[config.mk]
export PLATFORM = sky130hd
export DESIGN_NAME = sa_tile_sequencer
export DESIGN_NICKNAME = d
export VERILOG_FILES = /design/src/rtl/sa_pkg.sv /design/src/rtl/sa_row_enable_gen.sv /design/src/rtl/sa_tile_sequencer.sv
export SDC_FILE = /design/constraint.sdc
export NUM_CORES = 1
export LEC_CHECK = 0
export ABC_AREA = 1
export BUFFER_PORTS_ARGS = -buffer_cell sky130_fd_sc_hd__clkbuf_2
export CAP_MARGIN = 20
export CORE_ASPECT_RATIO = 1.25
export CORE_MARGIN = 1
export CORE_UTILIZATION = 26
export DETAILED_ROUTE_END_ITERATION = 10
export GPL_TIMING_DRIVEN = 0
export PLACE_DENSITY = 0.53
export SYNTH_ARGS = -nofsm -noshare
export SYNTH_HDL_FRONTEND = slang
export SYNTH_SLANG_ARGS = --single-unit
[constraint.sdc]
create_clock -name clk -period 1.6 [get_ports clk]
set_input_delay 0.24 -clock clk [delete_from_list [all_inputs] [get_ports clk]]
set_output_delay 0.24 -clock clk [all_outputs]
set_load 0.02 [all_outputs]
[src/rtl/sa_pkg.sv]
// Shared types and sizing helpers for the systolic-array tile controllers.
package sa_pkg;

  typedef enum logic [2:0] {IDLE, LOAD_W, FEED, DRAIN, DONE} sa_state_t;

  function automatic int sa_feed_len(input int n, input int lat);
    return (2 * n - 1) * lat;
  endfunction

endpackage

[src/rtl/sa_row_enable_gen.sv]
// Skewed per-row multiply-enable decode: row r is active for N*PE_LAT cycles starting at r*PE_LAT.
module sa_row_enable_gen
  import sa_pkg::*;
#(
  parameter int MATRIX_SIZE = 2,
  parameter int PE_LAT      = 4,
  parameter int CNT_W       = $clog2(sa_feed_len(MATRIX_SIZE, PE_LAT) + 1)
) (
  input  logic [CNT_W-1:0]       cnt,
  input  logic                   in_feed,
  output logic [MATRIX_SIZE-1:0] enable_mult
);

  always_comb begin
    enable_mult = '0;
    for (int unsigned r = 0; r < MATRIX_SIZE; r++) begin
      enable_mult[r] = in_feed
                    && (cnt >= CNT_W'(r * PE_LAT))
                    && (cnt <  CNT_W'((r + MATRIX_SIZE) * PE_LAT));
    end
  end

endmodule

[src/rtl/sa_tile_sequencer.sv]
// One-pass tile sequencer: weight load, skewed multiply feed, result drain, done pulse.
module sa_tile_sequencer
  import sa_pkg::*;
#(
  parameter int MATRIX_SIZE = 2,
  parameter int PE_LAT      = 4
) (
  input  logic                          clk,
  input  logic                          reset,
  input  logic                          enable,
  input  logic                          start,
  output logic [MATRIX_SIZE-1:0]        load_weight,
  output logic [$clog2(MATRIX_SIZE):0]  w_row_addr,
  output logic                          acc_clear,
  output logic [MATRIX_SIZE-1:0]        enable_mult,
  output logic                          out_valid,
  output logic [$clog2(MATRIX_SIZE):0]  out_row,
  output logic                          busy,
  output logic                          done
);

  localparam int FEED_LEN = sa_feed_len(MATRIX_SIZE, PE_LAT);
  localparam int CNT_W    = $clog2(FEED_LEN + 1);
  localparam int AW       = $clog2(MATRIX_SIZE) + 1;

  localparam logic [CNT_W-1:0] ROW_LAST  = CNT_W'(MATRIX_SIZE - 1);
  localparam logic [CNT_W-1:0] FEED_LAST = CNT_W'(FEED_LEN - 1);

  sa_state_t        state, state_nxt;
  logic [CNT_W-1:0] cnt;

  // cnt is held at zero in IDLE so it can never wrap while waiting for start.
  always_ff @(posedge clk or posedge reset) begin
    if (reset) begin
      state <= IDLE;
      cnt   <= '0;
    end else if (enable) begin
      state <= state_nxt;
      if (state_nxt != state || state == IDLE) cnt <= '0;
      else                                     cnt <= cnt + CNT_W'(1);
    end
  end

  always_comb begin
    state_nxt   = state;
    load_weight = '0;
    w_row_addr  = '0;
    acc_clear   = 1'b0;
    out_valid   = 1'b0;
    out_row     = '0;
    busy        = (state != IDLE);
    done        = 1'b0;
    unique case (state)
      IDLE:   if (start) state_nxt = LOAD_W;
      LOAD_W: begin
        load_weight = MATRIX_SIZE'(1) << cnt;
        w_row_addr  = AW'(cnt);
        acc_clear   = 1'b1;
        if (cnt == ROW_LAST) state_nxt = FEED;
      end
      FEED:   if (cnt == FEED_LAST) state_nxt = DRAIN;
      DRAIN: begin
        out_valid = 1'b1;
        out_row   = AW'(cnt);
        if (cnt == ROW_LAST) state_nxt = DONE;
      end
      DONE: begin
        done      = 1'b1;
        state_nxt = IDLE;
      end
      default: state_nxt = IDLE;
    endcase
  end

  sa_row_enable_gen #(
    .MATRIX_SIZE (MATRIX_SIZE),
    .PE_LAT      (PE_LAT),
    .CNT_W       (CNT_W)
  ) u_row_enable (
    .cnt         (cnt),
    .in_feed     (state == FEED),
    .enable_mult (enable_mult)
  );

endmodule
==> flow_metrics.env, run 1 <==
export IMPL_status="complete, no violations"
export IMPL_synth_top_cells_by_count="nand2_1, inv_1, nor2_1, nand3_1, dfrtp_1"
export IMPL_worst_ep_arrival_time_ns=1.30
export IMPL_grt_pass1_vias=497
export IMPL_worst_slack_ns=0.06229
export IMPL_viasPerCell=4.441
export IMPL_power_share_clock_pct=12.7
export IMPL_maxSlewHeadroom_pct=83.14
export IMPL_worstPathCellList="inv_2, nand2_2, nor2_4, inv_2, nor4_2, buf_4"
export IMPL_p_comb_share_pct=59.9
export IMPL_ys_seq_elements=7
export IMPL_postRouteAntennaNets=0
export IMPL_track_usage_pct=12.66
export IMPL_cts_tree="built"
export IMPL_vias=564
export IMPL_grt_pass1_wl_um=2056
export IMPL_critPathSlowestCell="dfrtp_1"
export IMPL_synth_xor_area_share_pct=3.294
export IMPL_dp_cells=117
export IMPL_synth_compound_area_share_pct=2.824
export IMPL_cts_buffers=3
export IMPL_power_mw=1.188
export IMPL_grt_max_degree=10
export IMPL_die_width_um=42.45
export IMPL_synth_main_ff_cell="dfrtp_1"
export IMPL_p_int_mw=0.6044
export IMPL_areaGrowthSynthToFinish_pct=38.12
export IMPL_crit_buf_inv=3
export IMPL_drc_errors=0
export IMPL_synth_fa_ha_area_share_pct=4.706
export IMPL_setup_violations=0
export IMPL_core_area_mm2=0.001851
export IMPL_powerDensity_mw_per_mm2=1618
export IMPL_skew_ns=0.0003345
export IMPL_seqPwrFrac_pct=27.4
export IMPL_drive_gt1_share_pct=31.48
export IMPL_netlist_instances=84
export IMPL_rsz0062_at_grt="true"
export IMPL_die_area_mm2=0.002231
export IMPL_synth_mux_area_share_pct=0
export IMPL_synth_edff_count=0
export IMPL_yosysTopAreaCell="dfrtp_1"
export IMPL_yosys_cell_types_count=14
export IMPL_wirelength_um=1196
export IMPL_cts_clk_slew_worst_paths_ns=0.05
export IMPL_synth_area_um2=531.8
export IMPL_path_delay_family="flip-flops"
export IMPL_yosysSeqAreaShare_pct=32.94
export IMPL_synth_top_family_by_area="simple AND/OR/NAND/NOR gates"
export IMPL_p_sw_mw=0.5838
export IMPL_num_rows=17
export IMPL_yosys_top_cells_area="dfrtp_1, nand2_1, inv_1"
export IMPL_diodes=0
export IMPL_instances_no_fill=127
export IMPL_worstHoldPathType="in -> reg"
export IMPL_peakVddDrop_v=0.0007125
export IMPL_period_share_pct=96.11
export IMPL_yosys_cell_count_top_type="nand2_1"
export IMPL_first_iter_violations=6
export IMPL_hold_violations=0
export IMPL_clock_root_buffer="clkbuf_4"
export IMPL_yosys_area_share_simple_pct=40.71
export IMPL_final_nets=115
export IMPL_fin_crit_ns=1.538
export IMPL_cts_sinks=7
export IMPL_syn_num_nets=90
export IMPL_p_leak_nw=0.4347
export IMPL_die_h_um=52.56
export IMPL_start_kind="flip-flop"
export IMPL_critPathKind="reg -> out"
export IMPL_p_sw_share_pct=49.13
export IMPL_crit_fanout=5
export IMPL_insertion_delay_ns=0.24
export IMPL_critPathMostFrequentCell="inv_2"
export IMPL_avgSynthCellArea_um2=6.330
export IMPL_fillCellCount=203
export IMPL_synth_warnings=0
export IMPL_dp_hpwl_um=940.4
export IMPL_end_kind="output pin"
export IMPL_post_drt_wl_per_cell_um=9.417
export IMPL_ioPinCount=16
export IMPL_critPathMaxStageDelay_ns=0.38
export IMPL_slew_viol_final=0
export IMPL_synth_top_area_share_pct=32.94
export IMPL_htreeDepth=1
export IMPL_grt_overflow_total=0
export IMPL_place_ws_ns=0.1530
export IMPL_start_util_pct=28.74
export IMPL_antenna_found_initial=0
export IMPL_worst_pin_slew_ns=0.2526
export IMPL_fmax_mhz=650.3
export IMPL_clockBufferDepth=2
export IMPL_synthArstFlopShare_pct=100.0
export IMPL_portBuffers=14
export IMPL_cp_required_ns=1.36
export IMPL_place_gp_congestion=0.7544
export IMPL_drtPass1Iterations=4
export IMPL_max_cap_viol_count=0
## worst paths after layout
path                          start  slack [ns]  cells after the start             end
max in group asynchronous     reset        0.93                      3        state[0]
setup reg to reg             cnt[1]        0.24                      7          cnt[3]
setup / recovery           state[2]        0.06                      6  load_weight[1]
min in group asynchronous     reset        0.45                      3        state[2]
hold reg to reg            state[0]        0.59                      2        state[0]
hold / removal               enable        0.24                      3        state[0]
## metal layers
layer | vias up | GRT usage, % | part of all wire (%)
met1 | 249 | 14.11 | 44
li1 | 300 | - | -
met3 | 2 | 1.034 | 3.1
met2 | 13 | 21.79 | 51
met4 | 0 | 10.42 | 1.2
met5 | - | 0 | 0
## registers in the layout, summed over array words and instances (netlist names)
name and flops:
cnt 4, state 3
## cells in the final DEF (no fill, tap or decap)
cell / Yosys / routed
buf_4: 0 / 8
buf_6: 1 / 1
clkbuf_1: 0 / 1
clkbuf_2: 0 / 11
clkbuf_4: 0 / 3
dfrtp_1: 7 / 5
dfrtp_2: 0 / 2
dlygate4sd3_1: 0 / 1
ha_1: 2 / 2
inv_1: 17 / 16
inv_2: 2 / 3
nand2_1: 23 / 22
nand2_2: 0 / 1
nand3_1: 10 / 9
nand3_2: 0 / 1
nor2_1: 12 / 12
nor2_4: 1 / 2
nor3_1: 1 / 1
nor4_2: 0 / 2
o21ai_0: 3 / 3
xor2_1: 2 / 2
## layout make-up
cell class | instances | area [µm²] | share of cell area [%]
tap | 19 | 23.77 | 3.237
timing repair buffer | 20 | 125.1 | 17.04
multi-input combinational | 57 | 299.0 | 40.72
inverter | 19 | 71.32 | 9.710
buffer | 1 | 11.26 | 1.533
clock buffer | 4 | 26.28 | 3.578
sequential | 7 | 177.7 | 24.19
## metrics by stage
| stage | instance area (µm²) | utilization [%] | hold WS, ns | TNS [ns] |
|---|---|---|---|---|
| 2_1_floorplan | 531.8 | - | 0.04340 | -0.3746 |
| 3_3_place_gp | 625.6 | 33.81 | 0.1574 | 0 |
| 3_5_place_dp | 625.6 | 33.81 | 0.1622 | 0 |
| 4_1_cts | 709.4 | 38.34 | 0.2341 | 0 |
| 5_1_grt | 734.5 | 39.69 | 0.2464 | -0.08990 |
| 6_report | 734.5 | 39.69 | 0.2388 | 0 |
## power groups by stage
stage / logic [mW] / registers [mW] / clock network (mW)
final: 0.712 / 0.325 / 0.151
after detailed placement: 0.601 / 0.313 / 0
after floorplan: 0.457 / 0.291 / 0
after global placement: 0.600 / 0.309 / 0
after global routing: 0.798 / 0.341 / 0.171
after CTS: 0.677 / 0.323 / 0.160
## logic make-up after synthesis
logic type,after synthesis
simple gates,50
xor+xnor,2
compound gates,3
buf+inv,20
flops,7
fa+ha+maj,2
## what timing repair did
action	in CTS	in global routing
setup endpoints to repair	3	4
gates resized for setup	9	5
setup buffers	2	3
pin swaps	1	1
hold buffers	1	0
hold endpoints to repair	7	0
gates cloned	0	0
## worst min-delay path, cell delays in order
cell     delay (ns)
buf_6          0.10
nand2_1        0.05
nand2_1        0.05
(Power assumes the default switching activity.)
==> run 2: changes to the inputs <==
SYNTH_HIERARCHICAL = 1   (was unset)
==> flow_metrics.env, run 2 <==
export IMPL_critPathSlowestCell="dfrtp_1"
export IMPL_synth_main_ff_cell="dfrtp_1"
export IMPL_start_util_pct=27.78
export IMPL_cts_sinks=7
export IMPL_htreeDepth=1
export IMPL_max_cap_viol_count=0
export IMPL_portBuffers=15
export IMPL_reg2reg_from="cnt[1]"
export IMPL_worst_pin_slew_ns=0.2569
export IMPL_use_met3_pct=3.020
export IMPL_hold_violations=0
export IMPL_areaGrowthSynthToFinish_pct=30.56
export IMPL_instances_no_fill=119
export IMPL_hp_start="enable"
export IMPL_mostFrequentLayoutCells="inv_1, clkbuf_2, nand2_1"
export IMPL_worstHoldPathType="in -> reg"
export IMPL_cts_buffers=3
export IMPL_netlist_instances=77
export IMPL_grt_pass1_wl_um=1966
export IMPL_end_kind="output pin"
export IMPL_avgSynthCellArea_um2=7.231
export IMPL_yosys_cell_types_count=22
export IMPL_syn_num_nets=83
export IMPL_place_gp_congestion=0.7663
export IMPL_insertion_delay_ns=0.24
export IMPL_ys_seq_elements=7
export IMPL_power_mw=1.232
export IMPL_postRouteAntennaNets=0
export IMPL_drtPass1Iterations=7
export IMPL_synthArstFlopShare_pct=100.0
export IMPL_synth_area_um2=556.8
export IMPL_clockBufferDepth=2
export IMPL_gr_max_usage_layer="met2"
export IMPL_die_width_um=43.39
export IMPL_vias=521
export IMPL_core_area_mm2=0.002004
export IMPL_first_iter_violations=9
export IMPL_dp_hpwl_um=868.4
export IMPL_diodes=0
export IMPL_viasPerCell=4.378
export IMPL_r2r_end="cnt[3]"
export IMPL_synth_top_area_share_pct=31.46
export IMPL_p_leak_nw=0.3796
export IMPL_hold_end="cnt[0]"
export IMPL_yosysTopAreaCell="dfrtp_1"
export IMPL_track_usage_pct=11.81
export IMPL_cts_clk_slew_worst_paths_ns=0.05
export IMPL_place_ws_ns=0.1910
export IMPL_die_h_um=53.74
export IMPL_ioPinCount=16
export IMPL_peakVddDrop_v=0.0005379
export IMPL_drc_errors=4
export IMPL_dp_cells=112
export IMPL_grt_max_degree=11
export IMPL_worst_ep_arrival_time_ns=1.29
export IMPL_grt_use_met1_pct=13.52
export IMPL_cp_required_ns=1.36
export IMPL_status="finished with violations"
export IMPL_drive_gt1_share_pct=44.44
export IMPL_post_drt_wl_per_cell_um=8.908
export IMPL_place_area_um2=656.9
export IMPL_yosysSeqAreaShare_pct=31.46
export IMPL_period_share_pct=95.71
export IMPL_hold_depth=4
export IMPL_final_nets=106
export IMPL_fmax_mhz=653.0
export IMPL_slew_viol_final=0
export IMPL_skew_ns=0.004178
export IMPL_grt_met2_usage_pct=18.69
export IMPL_largestRegisters="cnt: 4 flops, state: 3 flops"
export IMPL_violations="DRC"
export IMPL_yosys_cell_count_top_type="inv_1"
export IMPL_critPathKind="reg -> out"
export IMPL_start_kind="flip-flop"
export IMPL_rr_worst_depth=7
export IMPL_maxSlewHeadroom_pct=82.85
export IMPL_yosys_top_cells_area="dfrtp_1, inv_1, nand2_1"
export IMPL_die_area_mm2=0.002332
export IMPL_path_delay_family="flip-flops"
export IMPL_critPathMaxStageDelay_ns=0.42
export IMPL_largest_reg_flops=4
export IMPL_setup_violations=0
export IMPL_stdcell_area_um2=726.9
export IMPL_antenna_found_initial=0
export IMPL_num_rows=18
export IMPL_wirelength_um=1060
export IMPL_crit_fanout=5
export IMPL_grt_overflow_total=0
export IMPL_rsz0062_at_grt="true"
export IMPL_whs_ns=0.3210
export IMPL_crit_buf_inv=2
export IMPL_worstPathCellList="nor2_2, inv_1, nor4_1, buf_2"
export IMPL_powerDensity_mw_per_mm2=1695
export IMPL_synth_edff_count=0
export IMPL_reg2reg_slack_ns=0.28
export IMPL_grt_pass1_vias=467
export IMPL_clock_root_buffer="clkbuf_4"
export IMPL_fin_crit_ns=1.531
export IMPL_cts_tree="built"
export IMPL_synth_warnings=6
export IMPL_regMostFlops="cnt"
export IMPL_worst_slack_ns=0.06858
export IMPL_synth_top_cells_by_count="inv_1, nand2_1, nor2_1, dfrtp_1, inv_2"
-- run 2: cell types whose count changed after synthesis, moves of 3 or more --
cell | previous run | this run
nand2_2 | 0 | 4
nand3_1 | 10 | 4
inv_1 | 17 | 13
a21oi_2 | 0 | 3
inv_2 | 2 | 6
o21ai_1 | 0 | 3
nand2_1 | 23 | 11
-- run 2: stage by stage --
stage / util [%] / TNS (ns)
floorplan: - / -0.3154
global placement: 32.77 / 0
detailed placement: 32.77 / 0
CTS: 35.89 / 0
global route: 36.27 / -0.009361
finish: 36.27 / 0
-- run 2: logic make-up after synthesis --
| logic type | count (synthesis) | share of synthesized area, % |
|---|---|---|
| AO/OA/AOI/OAI | 8 | 9.887 |
| adder cells (fa/ha/maj) | 2 | 4.494 |
| buffers and inverters | 20 | 14.16 |
| XOR/XNOR | 2 | 3.147 |
| flip-flops | 7 | 31.46 |
| AND/OR/NAND/NOR | 38 | 36.85 |
-- run 2: power breakdown --
| part | switching, mW | internal, mW | total [mW] |
|---|---|---|---|
| combinational | 0.491 | 0.257 | 0.748 |
| clock | 0.0590 | 0.0948 | 0.154 |
| sequential | 0.0910 | 0.239 | 0.331 |
| total | 0.641 | 0.591 | 1.23 |
-- run 2: timing repair --
action	CTS	global route
resized for setup	4	4
hold buffers	1	0
buffers inserted	2	0
setup endpoints to repair	2	5
endpoints found under the hold margin	7	0
-- run 2: area by class of cell --
class	instances	area, µm²
Buffer	1	7.507
Clock buffer	4	26.28
Fill cell	213	1277
Inverter	19	71.32
Multi-Input combinational cell	50	316.6
Sequential cell	7	177.7
Tap cell	20	25.02
Timing Repair Buffer	18	102.6
-- run 2: worst min-delay path, stage by stage --
cell	delay, ns
clkbuf_2	0.10
inv_1	0.07
nand2_1	0.07
o21ai_2	0.05
-- run 2: how the worst max path moves through the flow --
| stage | start | endpoint | slack (ns) | depth (start not counted) |
|---|---|---|---|---|
| floorplan | state[2] | load_weight[0] | -0.16 | 5 |
| global placement | state[2] | load_weight[0] | 0.22 | 6 |
| detailed placement | state[2] | load_weight[1] | 0.19 | 6 |
| CTS | state[2] | load_weight[1] | 0.02 | 6 |
| global route | state[2] | load_weight[0] | -0.009 | 6 |
| finish | cnt[2] | load_weight[0] | 0.07 | 4 |
-- run 2: layer usage --
layer	wire length, µm	part of all wire (%)	up-vias
li1	-	-	284
met1	462	44	226
met2	546	52	9
met3	38	3.6	2
met4	12	1.1	0
met5	0	0	-
==> run 3: changes to the inputs <==
CTS_BUF_LIST = sky130_fd_sc_hd__clkbuf_2   (was unset)
==> flow_metrics.env, run 3 (synthesis gave the netlist of run 2 again) <==
export IMPL_status="finished with violations"
export IMPL_violations="DRC"
export IMPL_start_util_pct=27.78
export IMPL_powerDensity_mw_per_mm2=1675
export IMPL_postRouteAntennaNets=0
export IMPL_core_area_mm2=0.002004
export IMPL_areaGrowthSynthToFinish_pct=29.44
export IMPL_dp_hpwl_um=868.4
export IMPL_cts_buffers=3
export IMPL_die_area_mm2=0.002332
export IMPL_regMostFlops="cnt"
export IMPL_drtPass1Iterations=7
export IMPL_critPathKind="reg -> out"
export IMPL_wirelength_um=1071
export IMPL_crit_buf_inv=2
export IMPL_worstHoldPathType="in -> reg"
export IMPL_viasPerCell=4.370
export IMPL_p_sw_mw=0.6451
export IMPL_dr_max_layer_used="met4"
export IMPL_ioPinCount=16
export IMPL_period_share_pct=95.04
export IMPL_dr_wl_met2_um=551
export IMPL_slew_viol_final=0
export IMPL_dr_wl_met3_um=38
export IMPL_drt_met1_wl_um=469
export IMPL_grt_overflow_total=0
export IMPL_fin_crit_ns=1.521
export IMPL_p_comb_share_pct=62.0
export IMPL_rsz0062_at_grt="true"
export IMPL_htreeDepth=1
export IMPL_worst_ep_arrival_time_ns=1.28
export IMPL_place_gp_congestion=0.7663
export IMPL_hold_violations=0
export IMPL_mostFrequentLayoutCells="clkbuf_2, inv_1, nand2_1"
export IMPL_skew_ns=0.003956
export IMPL_max_cap_viol_count=0
export IMPL_insertion_delay_ns=0.23
export IMPL_p_sw_share_pct=53.45
export IMPL_path_delay_family="flip-flops"
export IMPL_tns_ns=0
export IMPL_worst_pin_slew_ns=0.2576
export IMPL_whs_ns=0.3347
export IMPL_crit_fanout=5
export IMPL_p_leak_nw=0.3813
export IMPL_worstPathCellList="nor2_2, inv_1, nor4_1, buf_2"
export IMPL_grt_pass1_vias=467
export IMPL_die_h_um=53.74
export IMPL_largestRegisters="cnt: 4 flops, state: 3 flops"
export IMPL_diodes=0
export IMPL_grt_max_degree=11
export IMPL_final_nets=106
export IMPL_power_mw=1.207
export IMPL_vias=520
export IMPL_cts_clk_slew_worst_paths_ns=0.07
export IMPL_end_kind="output pin"
export IMPL_grt_pass1_wl_um=1966
export IMPL_fillCellCount=215
export IMPL_drc_errors=4
export IMPL_critPathSlowestCell="dfrtp_1"
export IMPL_power_share_clock_pct=10.6
export IMPL_die_width_um=43.39
export IMPL_cts_tree="built"
export IMPL_num_rows=18
export IMPL_first_iter_violations=8
export IMPL_drive_gt1_share_pct=45.45
export IMPL_seqPwrFrac_pct=27.3
export IMPL_p_int_mw=0.5618
export IMPL_antenna_found_initial=0
export IMPL_fmax_mhz=657.6
export IMPL_post_drt_wl_per_cell_um=9.000
export IMPL_track_usage_pct=11.81
export IMPL_largest_reg_flops=4
export IMPL_maxSlewHeadroom_pct=82.81
export IMPL_setup_violations=0
export IMPL_portBuffers=15
export IMPL_peakVddDrop_v=0.0004436
export IMPL_cp_required_ns=1.36
export IMPL_start_kind="flip-flop"
export IMPL_clock_root_buffer="clkbuf_2"
export IMPL_clockBufferDepth=2
export IMPL_final_common_cell="clkbuf_2"
export IMPL_cts_sinks=7
export IMPL_critPathMaxStageDelay_ns=0.43
## run 3: cell counts in the layout (fill, tap and decap cells not counted)
Identical to the previous run, type by type.
## run 3: timing repair
action,4_1_cts,5_1_grt
endpoints found under the setup margin,2,5
endpoints found under the hold margin,7,0
setup buffers,2,0
gates resized for setup,4,4
hold buffers,1,0
## run 3: worst register-to-register path, delay by kind of cell (launching register included)
family	cells	cell delay, ns
DFF	1	0.46
and+or+nand+nor	4	0.36
adders and majority gates	1	0.20
AOI/OAI and AO/OA	1	0.13
buffers and inverters	1	0.10
## run 3: routing by layer
metal	GRT usage (%)	up-vias
met5	0	-
met4	9.375	0
met3	3.020	2
met2	18.69	9
met1	13.52	226
li1	-	283
## run 3: power by group through the flow
stage | combinational, mW | clock (mW) | sequential, mW
after global routing | 0.851 | 0.147 | 0.340
after detailed placement | 0.728 | 0 | 0.323
after global placement | 0.726 | 0 | 0.324
after CTS | 0.755 | 0.135 | 0.325
final | 0.748 | 0.128 | 0.330
after floorplan | 0.579 | 0 | 0.304
## run 3: path summary, 6_finish.rpt
path                            startpoint              to  slack, ns  cells after the start
worst max register to register      cnt[1]          cnt[3]       0.28                      7
worst min register to register    state[1]        state[1]       0.60                      2
min in group asynchronous            reset          cnt[1]       0.45                      3
worst max-delay path                cnt[2]  load_weight[0]       0.08                      4
max in group asynchronous            reset        state[1]       0.92                      3
worst min-delay path                enable          cnt[0]       0.33                      4
## run 3: through the flow
stage                     setup WS, ns  std cells  area, µm²  util, %
final                          0.07942        119      720.7    35.96
after global routing         -0.007626        119      720.7    35.96
after CTS                      0.02374        119      713.2    35.58
after detailed placement        0.1910        112      656.9    32.77
after global placement          0.2231        112      656.9    32.77
after floorplan                -0.1577         77      556.8        -
## run 3: layout make-up
class                           count  area [µm²]  area share, %
Multi-Input combinational cell     50       316.6          43.92
Sequential cell                     7       177.7          24.65
Timing Repair Buffer               18       102.6          14.24
Inverter                           19       71.32          9.896
Tap cell                           20       25.02          3.472
Clock buffer                        4       20.02          2.778
Buffer                              1       7.507          1.042
